## src/rtl/matrix_pkg.sv

```systemverilog
// matrix_pkg: shared types and constants for the matrix multiplier arbiter slice.
//   arb_state_t  : arbiter FSM states
//   MATRIX_NELEM : element pairs per 4x4 job
//   MATRIX_W     : default fixed-point element width (12:10 format)
//   mat_flat_t   : 4x4 result, element 0 (cC1) in the LSBs
package matrix_pkg;

  localparam int unsigned MATRIX_NELEM = 16;
  localparam int unsigned MATRIX_W     = 12;

  typedef enum logic [1:0] {
    ARB_IDLE,
    ARB_LOAD,
    ARB_WAIT,
    ARB_RESP
  } arb_state_t;

  typedef logic [MATRIX_NELEM-1:0][MATRIX_W-1:0] mat_flat_t;

endpackage

```

## src/rtl/rr_arbiter.sv

```systemverilog
// rr_arbiter: round-robin priority pick over NREQ request lines.
//   req : request vector
//   ptr : highest-priority index for this pick
//   gnt : one-hot grant (zero when no request)
//   idx : binary index of the granted line (0 when no request)
module rr_arbiter #(
  parameter int unsigned NREQ = 2,
  parameter int unsigned IW   = 1
) (
  input  logic [NREQ-1:0] req,
  input  logic [IW-1:0]   ptr,
  output logic [NREQ-1:0] gnt,
  output logic [IW-1:0]   idx
);

  logic [NREQ-1:0] hi_mask;
  logic [NREQ-1:0] masked;
  logic [NREQ-1:0] pick;
  logic            found;

  // Requests at or above ptr win first; if none, wrap to the lowest request.
  always_comb begin
    hi_mask = '0;
    for (int unsigned i = 0; i < NREQ; i++) begin
      hi_mask[i] = (i >= 32'(ptr));
    end
    masked = req & hi_mask;
    pick   = (|masked) ? masked : req;
    gnt    = '0;
    idx    = '0;
    found  = 1'b0;
    for (int unsigned i = 0; i < NREQ; i++) begin
      if (pick[i] && !found) begin
        gnt[i] = 1'b1;
        idx    = IW'(i);
        found  = 1'b1;
      end
    end
  end

endmodule

```

## src/rtl/matrix_mult_arbiter.sv

```systemverilog
// matrix_mult_arbiter: shares one matrix_4x4_mult between NREQ requesters with
// round-robin arbitration. The owner streams 16 (a,b) pairs through to the
// multiplier; the 4x4 result is registered and returned to the owner only.
//   clk, rst_n           : clock, asynchronous active-low reset
//   req_valid/req_a/req_b: per-requester element stream in, req_ready back
//   m_valid/m_a/m_b      : element stream to multiplier, m_ready from it
//   mr_valid/mr_c        : multiplier result in, mr_ready to it
//   rsp_valid/rsp_c      : result to owner (one-hot valid), rsp_ready back
//   grant_id, busy       : current owner and job-in-progress flag
// Optional build macro MATRIX_ARB_PERF_EN adds perf_jobs (completed jobs,
// wrapping) and perf_stall (LOAD cycles blocked by m_ready, saturating).
module matrix_mult_arbiter
  import matrix_pkg::*;
#(
  parameter int unsigned W     = 12,
  parameter int unsigned NREQ  = 2,
  parameter int unsigned NELEM = 16
) (
  input  logic                       clk,
  input  logic                       rst_n,
  input  logic [NREQ-1:0]            req_valid,
  input  logic [NREQ*W-1:0]          req_a,
  input  logic [NREQ*W-1:0]          req_b,
  output logic [NREQ-1:0]            req_ready,
  output logic                       m_valid,
  output logic [W-1:0]               m_a,
  output logic [W-1:0]               m_b,
  input  logic                       m_ready,
  input  logic                       mr_valid,
  input  logic [MATRIX_NELEM*W-1:0]  mr_c,
  output logic                       mr_ready,
  output logic [NREQ-1:0]            rsp_valid,
  output logic [MATRIX_NELEM*W-1:0]  rsp_c,
  input  logic [NREQ-1:0]            rsp_ready,
  output logic [$clog2(NREQ)-1:0]    grant_id,
  output logic                       busy
`ifdef MATRIX_ARB_PERF_EN
  ,
  output logic [15:0]                perf_jobs,
  output logic [15:0]                perf_stall
`endif
);

  localparam int unsigned IW = $clog2(NREQ);
  localparam int unsigned CW = $clog2(NELEM);

  arb_state_t                  state_q, state_d;
  logic [IW-1:0]               grant_q, grant_d;
  logic [IW-1:0]               rr_ptr_q, rr_ptr_d;
  logic [CW-1:0]               beat_cnt_q, beat_cnt_d;
  logic [MATRIX_NELEM*W-1:0]   rsp_c_q, rsp_c_d;

  logic [NREQ-1:0]             arb_gnt;
  logic [IW-1:0]               arb_idx;
  logic [W-1:0]                a_arr [NREQ];
  logic [W-1:0]                b_arr [NREQ];

  for (genvar gi = 0; gi < NREQ; gi++) begin : g_unpack
    assign a_arr[gi] = req_a[gi*W +: W];
    assign b_arr[gi] = req_b[gi*W +: W];
  end

  rr_arbiter #(
    .NREQ (NREQ),
    .IW   (IW)
  ) u_rr (
    .req (req_valid),
    .ptr (rr_ptr_q),
    .gnt (arb_gnt),
    .idx (arb_idx)
  );

  always_comb begin
    state_d    = state_q;
    grant_d    = grant_q;
    rr_ptr_d   = rr_ptr_q;
    beat_cnt_d = beat_cnt_q;
    rsp_c_d    = rsp_c_q;
    req_ready  = '0;
    m_valid    = 1'b0;
    m_a        = '0;
    m_b        = '0;
    mr_ready   = 1'b0;
    rsp_valid  = '0;
    unique case (state_q)
      ARB_IDLE: begin
        // Grant only; no element is accepted in this cycle.
        if (|arb_gnt) begin
          grant_d    = arb_idx;
          beat_cnt_d = '0;
          state_d    = ARB_LOAD;
        end
      end
      ARB_LOAD: begin
        m_valid            = req_valid[grant_q];
        m_a                = a_arr[grant_q];
        m_b                = b_arr[grant_q];
        req_ready[grant_q] = m_ready;
        if (req_valid[grant_q] && m_ready) begin
          beat_cnt_d = beat_cnt_q + 1'b1;
          if (beat_cnt_q == CW'(NELEM - 1)) begin
            beat_cnt_d = '0;
            state_d    = ARB_WAIT;
          end
        end
      end
      ARB_WAIT: begin
        // mr_ready only here, so the multiplier holds its result otherwise.
        mr_ready = 1'b1;
        if (mr_valid) begin
          rsp_c_d = mr_c;
          state_d = ARB_RESP;
        end
      end
      ARB_RESP: begin
        rsp_valid[grant_q] = 1'b1;
        if (rsp_ready[grant_q]) begin
          rr_ptr_d = (grant_q == IW'(NREQ - 1)) ? '0 : grant_q + 1'b1;
          state_d  = ARB_IDLE;
        end
      end
      default: state_d = ARB_IDLE;
    endcase
  end

  always_ff @(posedge clk or negedge rst_n) begin
    if (!rst_n) begin
      state_q    <= ARB_IDLE;
      grant_q    <= '0;
      rr_ptr_q   <= '0;
      beat_cnt_q <= '0;
      rsp_c_q    <= '0;
    end else begin
      state_q    <= state_d;
      grant_q    <= grant_d;
      rr_ptr_q   <= rr_ptr_d;
      beat_cnt_q <= beat_cnt_d;
      rsp_c_q    <= rsp_c_d;
    end
  end

  assign busy     = (state_q != ARB_IDLE);
  assign grant_id = grant_q;
  assign rsp_c    = rsp_c_q;

`ifdef MATRIX_ARB_PERF_EN
  logic [15:0] perf_jobs_q, perf_jobs_d;
  logic [15:0] perf_stall_q, perf_stall_d;

  always_comb begin
    perf_jobs_d  = perf_jobs_q;
    perf_stall_d = perf_stall_q;
    if (state_q == ARB_RESP && rsp_ready[grant_q]) begin
      perf_jobs_d = perf_jobs_q + 16'd1;
    end
    if (state_q == ARB_LOAD && req_valid[grant_q] && !m_ready && perf_stall_q != '1) begin
      perf_stall_d = perf_stall_q + 16'd1;
    end
  end

  always_ff @(posedge clk or negedge rst_n) begin
    if (!rst_n) begin
      perf_jobs_q  <= '0;
      perf_stall_q <= '0;
    end else begin
      perf_jobs_q  <= perf_jobs_d;
      perf_stall_q <= perf_stall_d;
    end
  end

  assign perf_jobs  = perf_jobs_q;
  assign perf_stall = perf_stall_q;
`endif

  // A result offered outside WAIT would be silently dropped.
  property p_mr_valid_in_wait;
    @(posedge clk) disable iff (!rst_n) mr_valid |-> (state_q == ARB_WAIT);
  endproperty
  a_mr_valid_in_wait: assert property (p_mr_valid_in_wait);

endmodule

```

## config.mk

```make
export PLATFORM = sky130hd
export DESIGN_NAME = matrix_mult_arbiter
export DESIGN_NICKNAME = d
export VERILOG_FILES = /design/src/rtl/matrix_pkg.sv /design/src/rtl/rr_arbiter.sv /design/src/rtl/matrix_mult_arbiter.sv
export SDC_FILE = /design/constraint.sdc
export NUM_CORES = 1
export LEC_CHECK = 0
export ABC_AREA = 1
export CAP_MARGIN = 25
export CORE_AREA = 2 2 185 187
export DETAILED_ROUTE_END_ITERATION = 7
export DIE_AREA = 0 0 187 189
export GPL_TIMING_DRIVEN = 0
export PLACE_DENSITY_LB_ADDON = 0.05
export REMOVE_ABC_BUFFERS = 1
export SLEW_MARGIN = 15
export SYNTH_ARGS = -nofsm -noshare
export SYNTH_HDL_FRONTEND = slang
export SYNTH_SLANG_ARGS = --single-unit
```

## constraint.sdc

```tcl
create_clock -name clk -period 1.5 [get_ports clk]
set_clock_uncertainty 0.15 [all_clocks]
set_input_delay 0.225 -clock clk [delete_from_list [all_inputs] [get_ports clk]]
set_output_delay 0.225 -clock clk [all_outputs]
set_load 0.01 [all_outputs]
```

==> impl_table.tex, run 1 <==
\begin{tabular}{lr}
\hline
Metric & Value \\
\hline
\multicolumn{2}{l}{\textbf{Yosys}} \\
\quad Most used standard cell by instance count after synthesis & dfrtp\_1 \\
\quad Primary flip-flop cell chosen by synthesis mapping & dfrtp\_1 \\
\quad List of most frequent post-synthesis cells & dfrtp\_1 (200), mux2\_2 (192), nand2\_1 (78) \\
\quad Netlist Area Pre-Place & $\sim$8100 µm² \\
\quad Main combinational cell family by area after synthesis & multiplexers \\
\quad Adder and majority cell fraction of the synthesized area & 0.00924 \\
\quad Multiplexer area fraction after synthesis & 0.266 \\
\quad Unique cell type count in the Yosys netlist & 20 \\
\quad Share of flip-flops with an asynchronous set or reset after synthesis & 1.00 \\
\quad Number of flops mapped to enable cells by yosys & 0 \\
\quad Yosys top cell by area & dfrtp\_1 \\
\quad Sequential-to-total area share from yosys stat & 0.616 \\
\quad Post-synthesis compound-gate area fraction & 0.0196 \\
\quad Simple logic cell fraction of the synthesized area & 0.0501 \\
\quad Leading post-synthesis cells by cell area & dfrtp\_1 (62\%), mux2\_2 (27\%), nand2\_1 (3.6\%) \\
\quad Number of synthesized register bits & 200 \\
\quad Average instance area after synthesis & around 14 µm² \\
\quad Number of instances in the synthesized netlist & 572 \\
\quad Synth top area share & 0.616 \\
\quad XOR/XNOR Fraction of Synth Area & 0 \\
\quad Synth warnings & 0 \\
\multicolumn{2}{l}{\textbf{Global route}} \\
\quad Initial antenna violation count & 5 \\
\quad Global-route wire length before repair & 49300 µm \\
\quad Largest net degree at the start of global routing & 81 \\
\quad Total track usage & 0.190 \\
\quad Total gr overflow & 0 \\
\quad Number of global-route vias before repair & 7378 \\
\multicolumn{2}{l}{\textbf{Timing}} \\
\quad Fmax & 502 MHz \\
\quad Aggregate negative setup slack & -83.31 ns \\
\quad Worst setup margin & -0.493 ns \\
\quad Slew margin rel. & 0.573 \\
\quad Period utilization & 1.33 \\
\quad RSZ-0062 raised after global routing & true \\
\quad Slew at the pin closest to its max-slew limit & $\sim$0.64 ns \\
\quad Setup Viol. Count Final & 230 \\
\quad Final number of hold-violating endpoints & 0 \\
\quad Final slew viol count & 0 \\
\quad Minimum clock period & 1.99 ns \\
\multicolumn{2}{l}{\textbf{Clocking}} \\
\quad TritonCTS clock tree & built \\
\quad Clock-pin slew on the worst setup and hold paths & 0.08 ns \\
\quad Maximum clock path buffer count & 2 \\
\quad Number of sinks on the clock net & 200 \\
\quad CTS Buf Count & 17 \\
\quad Number of H-tree branching levels & 4 \\
\quad Clock root buffer & clkbuf\_16 \\
\quad Latest clock arrival within the worst-skew pair & 0.44 ns \\
\multicolumn{2}{l}{\textbf{Status}} \\
\quad Result of the run & finished, violations left \\
\quad Failing checks & setup timing \\
\multicolumn{2}{l}{\textbf{Routing}} \\
\quad Number of DRC markers in iteration 0 & 230 \\
\quad Antenna violation net count after detailed routing & 0 \\
\quad Wire length per cell & 21.4 µm \\
\quad DRC errors left & 0 \\
\quad Count of vias placed by the detailed router & 6744 \\
\quad Vias per inst & 4.28 \\
\quad Wire length after detailed routing & 33700 µm \\
\quad First-pass iteration count of the detailed router & 4 \\
\multicolumn{2}{l}{\textbf{Floorplanning}} \\
\quad Die ar. & 35300 µm² \\
\quad Horiz. Die Dim & 187 µm \\
\quad Boundary Pins & 472 \\
\quad Vertical die dimension & 189 µm \\
\quad Floorplan core area & $\sim$33000 µm² \\
\quad Rows & 67 \\
\quad Initial standard-cell utilization of the core & 0.244 \\
\multicolumn{2}{l}{\textbf{Cells and area}} \\
\quad Filler-free cell count of the finished design & 1577 \\
\quad Nets@finish & roughly 1400 \\
\quad Fraction of final layout cells sized beyond drive strength 1 & 0.446 \\
\quad Post-synthesis to final-layout area growth & 95.9\% \\
\quad Core utilization of the finished layout & 0.478 \\
\quad Fillcell total & between 3000 and 4000 \\
\quad Post-route design area & 15900 µm² \\
\multicolumn{2}{l}{\textbf{Pwr}} \\
\quad Power density over the cells & 1990 nW/µm² \\
\quad Worst supply voltage drop on vdd & 0.944 mV \\
\quad Static leakage power & roughly 7.5 nW \\
\multicolumn{2}{l}{\textbf{Critical path}} \\
\quad Critical R2R Capture & rsp\_c[110] \\
\quad Req. time, crit path & 1.12 ns \\
\quad Endpoint class of the critical path & output port \\
\quad Setup slack, reg-to-reg & -0.47 ns \\
\quad CP startpoint kind & flop \\
\quad Reg-to-reg startpoint & state\_q[0] \\
\quad Biggest fanout along the worst timing path & 7 \\
\quad WS Path Type & flop to output port \\
\quad Cell count of the worst reg-to-reg path & 8 \\
\quad Critical path data arrival time & between 1.5 and 2 ns \\
\multicolumn{2}{l}{\textbf{Hold path}} \\
\quad Worst hold path class & primary input to asynchronous set/reset pin \\
\multicolumn{2}{l}{\textbf{Job}} \\
\quad Number of max-cap violations & 0 \\
\multicolumn{2}{l}{\textbf{Placement}} \\
\quad Weighted congestion reported at the end of routability-driven placement & 0.869 \\
\quad Placed Area & 13300 µm² \\
\quad Instance count after placement with tap cells included & 1468 \\
\quad Count of buffers from port buffering & 471 \\
\quad Hpwl dp & 21800 µm \\
\hline
\end{tabular}
-- what timing repair did --
action	in CTS	in global routing
cloned	30	0
setup buffers	47	13
hold buffers	1	0
pin swaps	11	11
gates resized for setup	839	194
setup endpoints to repair	424	279
endpoints found under the hold margin	55	0
-- flip-flops by register name, indices dropped and copies added (netlist names) --
signal      cells
rr_ptr_q        1
state_q         2
beat_cnt_q      4
grant_id        1
rsp_c         192
-- stage by stage --
stage	power, mW	worst slack (ns)	hold slack, ns
global route	33.5	-0.575	0.193
CTS	31.6	-0.506	0.153
finish	31.7	-0.493	0.167
global placement	22.8	-9.52	0.318
detailed placement	23.5	-1.29	0.0564
floorplan	15.0	-4.13	-0.221
-- cells in the final DEF, fill, tap and decap left out, types with 20 or more instances in the layout --
| cell | netlist | routed |
|---|---|---|
| nand2_1 | 78 | 56 |
| mux2_2 | 192 | 20 |
| buf_12 | 0 | 29 |
| clkdlybuf4s15_1 | 0 | 92 |
| clkdlybuf4s50_1 | 0 | 246 |
| mux2_4 | 0 | 172 |
| dfrtp_1 | 200 | 198 |
| clkbuf_2 | 0 | 35 |
| buf_6 | 20 | 27 |
| clkdlybuf4s15_2 | 0 | 37 |
| buf_2 | 6 | 44 |
-- per-layer routing --
metal,vias to the layer above,track usage,part of all wire
met5,-,0,0.00039
met2,279,0.336,0.52
li1,3059,-,-
met4,2,0.0672,0.020
met1,3378,0.200,0.37
met3,26,0.0817,0.092
-- layout make-up --
type | instances | area (µm²) | share of cell area
Timing Repair Buffer | 545 | 5740 | 0.361
Sequential cell | 200 | 5010 | 0.315
Multi-Input combinational cell | 332 | 3880 | 0.244
Tap cell | 448 | 561 | 0.0352
Clock buffer | 18 | 429 | 0.0270
Clock inverter | 14 | 164 | 0.0103
Inverter | 13 | 83.8 | 0.00527
Timing Repair inverter | 3 | 38.8 | 0.00244
Antenna cell | 4 | 10.0 | 0.000629
-- cells by family (layout without fill, tap and decap cells) --
logic type / Yosys count / in the layout
buf+inv: 42 / 593
other cells: 0 / 4
fa+ha+maj: 6 / 6
simple gates: 101 / 103
compound gates: 31 / 31
flops: 200 / 200
mux: 192 / 192
-- where the power goes --
| part | total (mW) | internal [mW] | leakage (nW) | switching, mW |
|---|---|---|---|---|
| clock network | 4.84 | 2.51 | 0.286 | 2.33 |
| registers | 9.64 | 8.15 | 2.38 | 1.49 |
| logic | 17.2 | 10.1 | 4.88 | 7.11 |
-- worst max-delay path: stages, from the launching register on --
cell     delay [ns]
dfrtp_4        0.53
buf_12         0.17
inv_16         0.08
nand2_4        0.05
a21oi_4        0.21
buf_6          0.13
-- how the worst max path moves through the flow --
stage | to | start
after detailed placement | rsp_c[71] | state_q[0]
after global routing | req_ready[0] | state_q[1]
after CTS | m_a[5] | grant_id
after floorplan | rsp_c[0] | state_q[0]
after global placement | rsp_c[139] | rst_n
final | m_a[10] | grant_id
Power figures use the tool's default switching activity.
==> run 2: changes to the inputs <==
- CAP_MARGIN: 25 -> 20
- MAX_ROUTING_LAYER: not set -> met4
==> impl_table.tex, run 2 (synthesis gave the netlist of run 1 again) <==
\begin{tabular}{lr}
\hline
Metric & Value \\
\hline
\multicolumn{2}{l}{\textbf{Timing}} \\
\quad Minimum clock period & 1.98 ns (was 1.99 ns) \\
\quad Slew at the pin closest to its max-slew limit & 0.644 ns (was 0.638 ns) \\
\quad Period utilization & 1.32 (was 1.33) \\
\quad Worst setup margin & -0.482 ns (was -0.493 ns) \\
\quad Final slew viol count & 0 (unchanged) \\
\quad Final number of hold-violating endpoints & 0 (unchanged) \\
\quad RSZ-0062 raised after global routing & true (unchanged) \\
\quad Setup Viol. Count Final & 230 (unchanged) \\
\quad Slew margin rel. & 0.570 (was 0.573) \\
\quad Fmax & 505 MHz (was 502 MHz) \\
\multicolumn{2}{l}{\textbf{Cells and area}} \\
\quad Commonest non-fill, non-tap cell in the layout & clkdlybuf4s50\_1 (unchanged) \\
\quad Seq. cell area & 5010 µm² (unchanged) \\
\quad Nets@finish & 1366 (unchanged) \\
\quad Multi-input gate area & 3920 µm² (was 3880 µm²) \\
\quad Post-synthesis to final-layout area growth & 96.3\% (was 95.9\%) \\
\quad Highest-count cells in the layout ignoring fill and taps & clkdlybuf4s50\_1 (246), dfrtp\_1 (198), mux2\_4 (184) (was clkdlybuf4s50\_1 (246), dfrtp\_1 (198), mux2\_4 (172)) \\
\quad Core utilization of the finished layout & 0.479 (was 0.478) \\
\quad Max FFs per register & 192 (unchanged) \\
\quad Fraction of final layout cells sized beyond drive strength 1 & 0.444 (was 0.446) \\
\quad Filler-free cell count of the finished design & 1578 (was 1577) \\
\quad Fillcell total & 3041 (was 3048) \\
\quad Post-route design area & 15900 µm² (about the same) \\
\multicolumn{2}{l}{\textbf{Routing}} \\
\quad WL met1 & 12400 µm (was 12300 µm) \\
\quad DRC errors left & 0 (unchanged) \\
\quad Count of vias placed by the detailed router & 6770 (was 6744) \\
\quad Wire length on met2 & 17600 µm (about the same) \\
\quad First-pass iteration count of the detailed router & 4 (unchanged) \\
\quad Wire length per cell & 21.4 µm (about the same) \\
\quad Wire length after detailed routing & 33800 µm (was 33700 µm) \\
\quad Amount of wire on met3 after detailed routing & 2990 µm (was 3100 µm) \\
\quad Highest metal layer with signal wires & met4 (was met5) \\
\quad Vias per inst & 4.29 (was 4.28) \\
\quad Number of DRC markers in iteration 0 & 193 (was 230) \\
\quad Antenna violation net count after detailed routing & 0 (unchanged) \\
\multicolumn{2}{l}{\textbf{Critical path}} \\
\quad Endpoint class of the critical path & output port (unchanged) \\
\quad WS Path Type & flop to output port (unchanged) \\
\quad Cell count of the worst reg-to-reg path & 8 (unchanged) \\
\quad Slowest cell delay on critical path & 0.53 ns (about the same) \\
\quad Biggest fanout along the worst timing path & 7 (unchanged) \\
\quad CP startpoint kind & flop (unchanged) \\
\quad Critical path data arrival time & 1.61 ns (was 1.62 ns) \\
\quad Req. time, crit path & 1.12 ns (about the same) \\
\quad CP max-delay cell & dfrtp\_4 (unchanged) \\
\quad Sequence of cells on the critical path & buf\_12, inv\_16, nand2\_4, a21oi\_4, buf\_6 (unchanged) \\
\multicolumn{2}{l}{\textbf{Status}} \\
\quad Failing checks & setup timing (unchanged) \\
\quad Result of the run & finished, violations left (unchanged) \\
\multicolumn{2}{l}{\textbf{Global route}} \\
\quad Total gr overflow & 0 (unchanged) \\
\quad Initial antenna violation count & 5 (unchanged) \\
\quad Largest net degree at the start of global routing & 81 (unchanged) \\
\quad Number of global-route vias before repair & 7411 (was 7378) \\
\quad Total track usage & 0.195 (was 0.190) \\
\quad Global-route wire length before repair & 49100 µm (was 49300 µm) \\
\multicolumn{2}{l}{\textbf{Pwr}} \\
\quad Worst supply voltage drop on vdd & 0.949 mV (was 0.944 mV) \\
\quad Combinational cell fraction of total power & 0.544 (was 0.543) \\
\quad Design internal power & 20.9 mW (was 20.8 mW) \\
\quad Static leakage power & 7.60 nW (was 7.54 nW) \\
\quad Net switching power & 11.0 mW (was 10.9 mW) \\
\quad Switching share of power & 0.345 (about the same) \\
\quad Relative contribution of the clock network to total power & 0.153 (about the same) \\
\quad Fraction of power consumed by sequential logic & 0.303 (was 0.304) \\
\quad Power density over the cells & 2000 nW/µm² (was 1990 nW/µm²) \\
\multicolumn{2}{l}{\textbf{Clocking}} \\
\quad Clock-pin slew on the worst setup and hold paths & 0.08 ns (about the same) \\
\quad Clock root buffer & clkbuf\_16 (unchanged) \\
\quad TritonCTS clock tree & built (unchanged) \\
\quad Number of sinks on the clock net & 200 (unchanged) \\
\quad Number of H-tree branching levels & 4 (unchanged) \\
\quad CTS Buf Count & 17 (unchanged) \\
\quad Latest clock arrival within the worst-skew pair & 0.44 ns (about the same) \\
\quad Maximum clock path buffer count & 2 (unchanged) \\
\multicolumn{2}{l}{\textbf{Hold path}} \\
\quad Worst hold path class & primary input to asynchronous set/reset pin (unchanged) \\
\multicolumn{2}{l}{\textbf{Floorplanning}} \\
\quad Rows & 67 (unchanged) \\
\quad Floorplan core area & 33300 µm² (unchanged) \\
\quad Vertical die dimension & 189 µm (unchanged) \\
\quad Initial standard-cell utilization of the core & 0.244 (unchanged) \\
\quad Horiz. Die Dim & 187 µm (unchanged) \\
\quad Die ar. & 35300 µm² (unchanged) \\
\quad Boundary Pins & 472 (unchanged) \\
\multicolumn{2}{l}{\textbf{Placement}} \\
\quad Post-place setup slack & -1.29 ns (unchanged) \\
\quad Count of buffers from port buffering & 471 (unchanged) \\
\quad Placed Area & 13300 µm² (unchanged) \\
\quad Instance count after placement with tap cells included & 1468 (unchanged) \\
\quad Weighted congestion reported at the end of routability-driven placement & 0.883 (was 0.869) \\
\quad Hpwl dp & 21800 µm (unchanged) \\
\multicolumn{2}{l}{\textbf{Job}} \\
\quad Number of max-cap violations & 0 (unchanged) \\
\hline
\end{tabular}
-- run 2: cell types whose count changed in the layout (fill, tap and decap cells not counted), moves of 2 or more --
| cell | delta |
|---|---|
| nand2_2 | -2 |
| clkbuf_2 | -2 |
| buf_2 | +2 |
| mux2_2 | -12 |
| mux2_4 | +12 |
| clkdlybuf4s15_1 | +2 |
| a21oi_2 | +2 |
| nand2_4 | +2 |
| a21oi_4 | -2 |
-- run 2: stage by stage --
stage | power [mW] | TNS [ns] | hold slack (ns)
floorplan | 15.0 | -801.02 | -0.221
global placement | 22.8 | -3280.59 | 0.318
detailed placement | 23.5 | -199.09 | 0.0564
CTS | 31.6 | -89.41 | 0.153
global route | 33.6 | -93.68 | 0.195
finish | 31.8 | -81.92 | 0.167
-- run 2: metal layers --
| layer | global-route usage | up-vias |
|---|---|---|
| met3 | 0.0797 | 30 |
| met5 | - | - |
| met1 | 0.201 | 3400 |
| li1 | - | 3060 |
| met4 | 0.0672 | 0 |
| met2 | 0.337 | 280 |
-- run 2: power groups by stage --
stage               Clock [mW]  Sequential [mW]  Combinational (mW)
floorplan                    0             10.8                4.20
global placement             0             9.52                13.3
detailed placement           0             9.64                13.9
CTS                       5.07             9.59                17.0
global route              5.25             10.0                18.3
finish                    4.86             9.65                17.3
-- run 2: repair_timing --
action,CTS,global route
hold buffers,1,0
setup endpoints to repair,424,280
endpoints found under the hold margin,55,0
pin swaps,11,13
gates cloned,30,0
resized for setup,839,204
setup buffers,47,13
-- run 2: worst max-delay path, delay by kind of cell, from the launching register on --
kind,cells,cell delay [ns]
flip-flops,1,0.53
AO/OA/AOI/OAI,1,0.19
AND/OR/NAND/NOR,1,0.05
buffers and inverters,3,0.38
-- run 2: cell type report --
cell class	instances	share of cell area
Antenna cell	5	0.000785
Inverter	13	0.00526
Clock buffer	18	0.0269
Tap cell	448	0.0352
Sequential cell	200	0.314
Clock inverter	14	0.0103
Timing Repair Buffer	545	0.359
Multi-Input combinational cell	332	0.246
Timing Repair inverter	3	0.00243
-- run 2: worst paths after layout --
path,start,to,slack (ns)
worst min register to register,beat_cnt_q[3],beat_cnt_q[3],0.34
worst max register to register,state_q[0],rsp_c[110],-0.46
min in group clk,mr_c[113],rsp_c[113],0.24
max in group asynchronous,rst_n,rsp_c[139],0.23
worst min-delay path,rst_n,rsp_c[56],0.17
worst max-delay path,grant_id,m_a[3],-0.48
